$ cat src/rtl/platform_collision_arbiter.sv
`default_nettype none
// ============================================================================
//  Module      : platform_collision_arbiter (with game_pkg platform table)
//  Description : Round-robin arbiter for two requesters (Tom, Jerry) that
//                scans six platforms, one per cycle, and reports a 2-bit
//                collision code for the granted requester's bounding box.
//  Revision    : 1.0 - initial release
// ============================================================================

package game_pkg;
    localparam logic [9:0] P1_X_START   = 10'd100;
    localparam logic [9:0] P1_Y_COLLISION = 10'd400;
    localparam logic [9:0] P1_LENGTH    = 10'd120;
    localparam logic [9:0] P2_X_START   = 10'd40;
    localparam logic [9:0] P2_Y_COLLISION = 10'd360;
    localparam logic [9:0] P2_LENGTH    = 10'd100;
    localparam logic [9:0] P3_X_START   = 10'd480;
    localparam logic [9:0] P3_Y_COLLISION = 10'd260;
    localparam logic [9:0] P3_LENGTH    = 10'd120;
    localparam logic [9:0] P4_X_START   = 10'd76;
    localparam logic [9:0] P4_Y_COLLISION = 10'd200;
    localparam logic [9:0] P4_LENGTH    = 10'd80;
    localparam logic [9:0] P5_X_START   = 10'd350;
    localparam logic [9:0] P5_Y_COLLISION = 10'd140;
    localparam logic [9:0] P5_LENGTH    = 10'd100;
    localparam logic [9:0] P6_X_START   = 10'd520;
    localparam logic [9:0] P6_Y_COLLISION = 10'd80;
    localparam logic [9:0] P6_LENGTH    = 10'd90;
endpackage

module platform_collision_arbiter #(
    parameter int NUM_REQ  = 2,
    parameter int NUM_PLAT = 6
) (
    input  logic               clk,
    input  logic               rst_n,
    input  logic [NUM_REQ-1:0] req_i,
    input  logic [9:0]         x0_i,
    input  logic [9:0]         y0_i,
    input  logic [9:0]         x1_i,
    input  logic [9:0]         y1_i,
    input  logic [9:0]         w0_i,
    input  logic [9:0]         h0_i,
    input  logic [9:0]         w1_i,
    input  logic [9:0]         h1_i,
    output logic [NUM_REQ-1:0] done_o,
    output logic [1:0]         result_o,
    output logic               gnt_id_o,
    output logic               busy_o
);
    import game_pkg::*;

    typedef enum logic [0:0] {
        IDLE = 1'b0,
        SCAN = 1'b1
    } state_t;

    localparam logic [2:0] c_LAST_IDX = 3'(NUM_PLAT - 1);

    state_t             state_q, state_d;
    logic [2:0]         idx_q, idx_d;
    logic [1:0]         acc_q, acc_d;
    logic [9:0]         x_q, x_d, y_q, y_d, w_q, w_d, h_q, h_d;
    logic [NUM_REQ-1:0] done_q, done_d;
    logic [1:0]         result_q, result_d;
    logic               gnt_q, gnt_d;
    logic               busy_q, busy_d;
    logic               last_q, last_d;

    logic [9:0]  w_px, w_py, w_pl;
    logic [10:0] w_x, w_y, w_xr, w_yb, w_pxe, w_pye, w_pr;
    logic        w_side, w_land, w_below;
    logic [1:0]  w_code;
    logic        w_grant;

    // Platform table lookup for the platform currently being scanned.
    always_comb begin
        w_px = P1_X_START;
        w_py = P1_Y_COLLISION;
        w_pl = P1_LENGTH;
        case (idx_q)
            3'd1: begin w_px = P2_X_START; w_py = P2_Y_COLLISION; w_pl = P2_LENGTH; end
            3'd2: begin w_px = P3_X_START; w_py = P3_Y_COLLISION; w_pl = P3_LENGTH; end
            3'd3: begin w_px = P4_X_START; w_py = P4_Y_COLLISION; w_pl = P4_LENGTH; end
            3'd4: begin w_px = P5_X_START; w_py = P5_Y_COLLISION; w_pl = P5_LENGTH; end
            3'd5: begin w_px = P6_X_START; w_py = P6_Y_COLLISION; w_pl = P6_LENGTH; end
            default: ;
        endcase
    end

    // Edge sums are widened to 11 bits so x+w near the screen edge never wraps.
    assign w_x   = {1'b0, x_q};
    assign w_y   = {1'b0, y_q};
    assign w_xr  = {1'b0, x_q} + {1'b0, w_q};
    assign w_yb  = {1'b0, y_q} + {1'b0, h_q};
    assign w_pxe = {1'b0, w_px};
    assign w_pye = {1'b0, w_py};
    assign w_pr  = {1'b0, w_px} + {1'b0, w_pl};

    // Per-platform collision code, side contact taking priority over top/bottom.
    always_comb begin
        w_side  = ((w_x == w_pr) || (w_xr == w_pxe)) && (w_yb >= w_pye) && (w_y <= w_pye);
        w_land  = (w_yb == w_pye) && (w_xr >= w_pxe) && (w_x <= w_pr);
        w_below = (w_y == w_pye) && (w_xr >= w_pxe) && (w_x <= w_pr);
        if (w_side) begin
            w_code = 2'b11;
        end else if (w_land) begin
            w_code = 2'b10;
        end else if (w_below) begin
            w_code = 2'b01;
        end else begin
            w_code = 2'b00;
        end
    end

    // On a tie the requester that did not win last time gets the grant.
    assign w_grant = (req_i[0] && req_i[1]) ? ~last_q : req_i[1];

    // Next-state and output computation for the IDLE/SCAN machine.
    always_comb begin
        state_d  = state_q;
        idx_d    = idx_q;
        acc_d    = acc_q;
        x_d      = x_q;
        y_d      = y_q;
        w_d      = w_q;
        h_d      = h_q;
        done_d   = '0;
        result_d = result_q;
        gnt_d    = gnt_q;
        busy_d   = busy_q;
        last_d   = last_q;
        case (state_q)
            IDLE: begin
                if (|req_i) begin
                    gnt_d   = w_grant;
                    last_d  = w_grant;
                    x_d     = w_grant ? x1_i : x0_i;
                    y_d     = w_grant ? y1_i : y0_i;
                    w_d     = w_grant ? w1_i : w0_i;
                    h_d     = w_grant ? h1_i : h0_i;
                    acc_d   = 2'b00;
                    idx_d   = 3'd0;
                    busy_d  = 1'b1;
                    state_d = SCAN;
                end
            end
            SCAN: begin
                acc_d = acc_q | w_code;
                idx_d = idx_q + 3'd1;
                if (idx_q == c_LAST_IDX) begin
                    result_d      = acc_q | w_code;
                    done_d[gnt_q] = 1'b1;
                    busy_d        = 1'b0;
                    idx_d         = 3'd0;
                    state_d       = IDLE;
                end
            end
            default: state_d = IDLE;
        endcase
    end

    // State registers; reset aborts any scan in progress without a done pulse.
    always_ff @(posedge clk or negedge rst_n) begin
        if (!rst_n) begin
            state_q  <= IDLE;
            idx_q    <= 3'd0;
            acc_q    <= 2'b00;
            x_q      <= 10'd0;
            y_q      <= 10'd0;
            w_q      <= 10'd0;
            h_q      <= 10'd0;
            done_q   <= '0;
            result_q <= 2'b00;
            gnt_q    <= 1'b0;
            busy_q   <= 1'b0;
            last_q   <= 1'b1;
        end else begin
            state_q  <= state_d;
            idx_q    <= idx_d;
            acc_q    <= acc_d;
            x_q      <= x_d;
            y_q      <= y_d;
            w_q      <= w_d;
            h_q      <= h_d;
            done_q   <= done_d;
            result_q <= result_d;
            gnt_q    <= gnt_d;
            busy_q   <= busy_d;
            last_q   <= last_d;
        end
    end

    assign done_o   = done_q;
    assign result_o = result_q;
    assign gnt_id_o = gnt_q;
    assign busy_o   = busy_q;

endmodule
`default_nettype wire

$ cat config.mk
export PLATFORM = sky130hd
export DESIGN_NAME = platform_collision_arbiter
export DESIGN_NICKNAME = d
export VERILOG_FILES = /design/src/rtl/platform_collision_arbiter.sv
export SDC_FILE = /design/constraint.sdc
export NUM_CORES = 1
export LEC_CHECK = 0
export BUFFER_PORTS_ARGS = -buffer_cell sky130_fd_sc_hd__buf_2
export CAP_MARGIN = 40
export CORE_UTILIZATION = 56
export CTS_CLUSTER_SIZE = 14
export DETAILED_ROUTE_END_ITERATION = 10
export PLACE_DENSITY = 0.94
export SLEW_MARGIN = 30
export SYNTH_ARGS = -nofsm -noshare
export SYNTH_HDL_FRONTEND = slang
export SYNTH_SLANG_ARGS = --single-unit
$ cat constraint.sdc
create_clock -name clk -period 4.66 [get_ports clk]
set_input_delay 0.932 -clock clk [delete_from_list [all_inputs] [get_ports clk]]
set_output_delay 0.932 -clock clk [all_outputs]
set_load 0.03 [all_outputs]
==> impl_metrics.json <==
{
  "reg2reg_slack_ns": 0.58,
  "cp_slowest_cell": "dfrtp_2",
  "r2r.worst_path.cells": 16,
  "viasPerCell": 5.68,
  "cts_tree": "built",
  "ys_seq_area_frac": 0.317,
  "clock.fmax_mhz": 245,
  "cts_buffers": 5,
  "async_reset_ff_frac": 1.00,
  "crit_start": "idx_q[1]",
  "die_h_um": 88.5,
  "power_density_mw_per_mm2": 757,
  "skew_ns": 0.00540,
  "min_path_type": "reg -> reg",
  "grt_usage": 0.275,
  "wl_per_cell_um": 15.2,
  "placed_cell_area_mm2": 0.00473,
  "cts.clk_slew.worst_paths_ns": 0.10,
  "critical_path_depth": 16,
  "antenna_cells": 0,
  "cp-start-kind": "flip-flop",
  "clk_latency_ns": 0.31,
  "critPathCaptureType": "flip-flop",
  "path_max_fanout": 12,
  "dp_hpwl_um": 7860,
  "irDropWorstVdd_v": 0.000339,
  "layout_min_cycle_time_ns": 4.08,
  "layout.nets": 692,
  "whs_ns": 0.475,
  "syn_to_final_growth_pct": 15.1,
  "initialDrtViolationCount": 256,
  "finalHoldViolations": 0,
  "die_w_um": 88.5,
  "start_util": 0.578,
  "avgSynthCellArea_um2": 8.98,
  "io_pins": 90,
  "drc_errors": 0,
  "cts_buffer_depth": 2,
  "n_fill_cell": 567,
  "path_class": "reg -> reg",
  "syn_nets": 611,
  "cts_root_buffer": "clkbuf_8",
  "critPathCapture": "result_o[1]",
  "tns_ns": 0,
  "post-route-period-util": 0.877,
  "crit_chain": "inv_1, ha_1, nor2_1, nand2_1, inv_1, ha_1, a21o_1, a2111oi_0, nor2_1, ha_1, nand4_1, a21oi_1, nor4_1, o32a_2, a311oi_1, o21ai_1",
  "outcome": "finished clean",
  "slew_violations": 0,
  "cpLargestDelayFamily": "compound AO/OA/AOI/OAI gates",
  "cp.required_ns": 4.86,
  "hold_buffers": 0,
  "slew_headroom": 0.549,
  "yosysWarnings": 0,
  "vias": 3678,
  "critPathMaxStageDelay_ns": 0.49,
  "grt_antenna_before_repair": 0,
  "drive_gt1_frac": 0.199,
  "cts.sinks": 53,
  "io_buffers": 89,
  "grt_overflow": 0,
  "placeableCoreArea_mm2": 0.00725,
  "crit_arrival_ns": 4.29,
  "p_leak_uw": 0.00247,
  "grt_pass1_wl_um": 16500,
  "rsz0062_at_grt": "false",
  "timing.final.setup_violations": 0,
  "cp_num_buf_inv": 2,
  "gp_congestion": 0.893,
  "grt_max_degree": 57,
  "design_area_mm2": 0.00482,
  "grt_pass1_vias": 3549,
  "rows": 31,
  "r2r-start": "idx_q[1]",
  "totalWireLength_um": 9850,
  "antenna_left": 0,
  "dieArea_mm2": 0.00784,
  "worst_pin_slew_ns": 0.676,
  "first_pass_iters": 4,
  "cts-htree-levels": 2,
  "synth.distinct_cells": 50,
  "crit_top_cell": "ha_1",
  "maxCapViolations": 0,
  "synth_edf_count": 0,
  "netlist_area_mm2": 0.00419,
  "netlist_instances": 467,
  "synth_ff_type": "dfrtp_1",
  "timing.rr.end": "result_o[1]",
  "ys_ff_latch": 53
}
==> placed cells by master, fill, tap and decap left out, types with 3 or more instances in the layout <==
cell       instances
a2111oi_0          5
a211oi_1           3
a21o_1            14
a21oi_1           31
a31oi_1            3
buf_2             88
buf_4              3
clkbuf_8           5
dfrtp_1           51
fa_1               3
ha_1              57
inv_1             23
mux2i_1           40
nand2_1           55
nand2b_1           5
nand3_1            7
nand4_1            5
nor2_1            22
nor2b_1            5
nor3_1             3
o21a_1             5
o21ai_0           61
o21bai_1           4
xnor2_1           12
xor2_1             5
==> where the power goes <==
| group | internal, µW | leakage (µW) | switching, µW |
|---|---|---|---|
| combinational | 1110 | 0.00176 | 1400 |
| clock | 107 | 0.0000445 | 166 |
| sequential | 659 | 0.000669 | 215 |
==> flip-flops by register name, summed over array words and instances, names as in the netlist <==
name,flops
acc_q,2
busy_o,1
done_o,2
gnt_id_o,1
h_q,10
idx_q,3
last_q,1
result_o,2
state_q,1
w_q,10
x_q,10
y_q,10
==> Yosys cell counts, types with 2 or more instances <==
master | count | area, µm²
o21ai_0 | 61 | 305
ha_1 | 57 | 713
nand2_1 | 55 | 206
dfrtp_1 | 52 | 1300
mux2i_1 | 40 | 400
a21oi_1 | 31 | 155
inv_1 | 23 | 86.3
nor2_1 | 22 | 82.6
a21o_1 | 14 | 105
clkbuf_1 | 13 | 48.8
xnor2_1 | 12 | 105
nand3_1 | 7 | 35.0
a2111oi_0 | 5 | 43.8
nand2b_1 | 5 | 31.3
nand4_1 | 5 | 31.3
nor2b_1 | 5 | 31.3
o21a_1 | 5 | 37.5
xor2_1 | 5 | 43.8
buf_2 | 4 | 20.0
o21bai_1 | 4 | 30.0
a211oi_1 | 3 | 22.5
a31oi_1 | 3 | 18.8
fa_1 | 3 | 60.1
nor3_1 | 3 | 15.0
o21ai_1 | 3 | 15.0
nor4_1 | 2 | 12.5
o211ai_1 | 2 | 15.0
==> timing repair <==
item                                    in CTS  in global routing
buffers inserted                             0                  0
endpoints found under the setup margin       0                  1
resized for setup                            0                  1
==> metrics by stage <==
step / utilization / total power [µW] / setup slack, ns / cells
floorplan: - / 2730 / 1.02 / 467
global placement: 0.652 / 3240 / 0.652 / 640
detailed placement: 0.653 / 3360 / 0.464 / 640
CTS: 0.665 / 3640 / 0.446 / 648
global route: 0.665 / 4050 / 0.150 / 648
finish: 0.665 / 3650 / 0.575 / 648
==> logic make-up (layout without fill, tap and decap cells) <==
family,after synthesis,count (layout),synth area share
multiplexers,41,41,0.0991
adder cells (fa/ha/maj),60,60,0.184
buffers and inverters,41,123,0.0379
AO/OA/AOI/OAI,144,144,0.207
AND/OR/NAND/NOR,110,110,0.118
other,1,1,0.000894
XOR/XNOR,17,17,0.0355
flip-flops,53,53,0.317
==> area by class of cell <==
type	count	area (µm²)	area share
multi-input combinational	373	2730	0.566
clock inverter	3	21.3	0.00441
inverter	24	90.1	0.0187
clock buffer	5	68.8	0.0143
timing repair buffer	91	463	0.0960
tap	99	124	0.0257
sequential	53	1330	0.275
==> layer usage <==
layer	global-route usage	wire, µm	up-vias
li1	-	-	1839
met1	0.361	4360	1746
met2	0.481	4980	85
met3	0.0289	375	8
met4	0.0806	125	0
met5	0	0	-
==> worst min-delay path by stage <==
stage,start,endpoint,slack [ns],cells after the start
after floorplan,h_q[0],h_q[0],0.45,2
after global placement,gnt_id_o,done_o[0],0.47,1
after detailed placement,gnt_id_o,done_o[0],0.47,1
after CTS,gnt_id_o,done_o[0],0.48,1
after global routing,w_q[8],w_q[8],0.53,2
final,gnt_id_o,done_o[0],0.47,1
No activity file was read; power rests on OpenSTA's default activity.
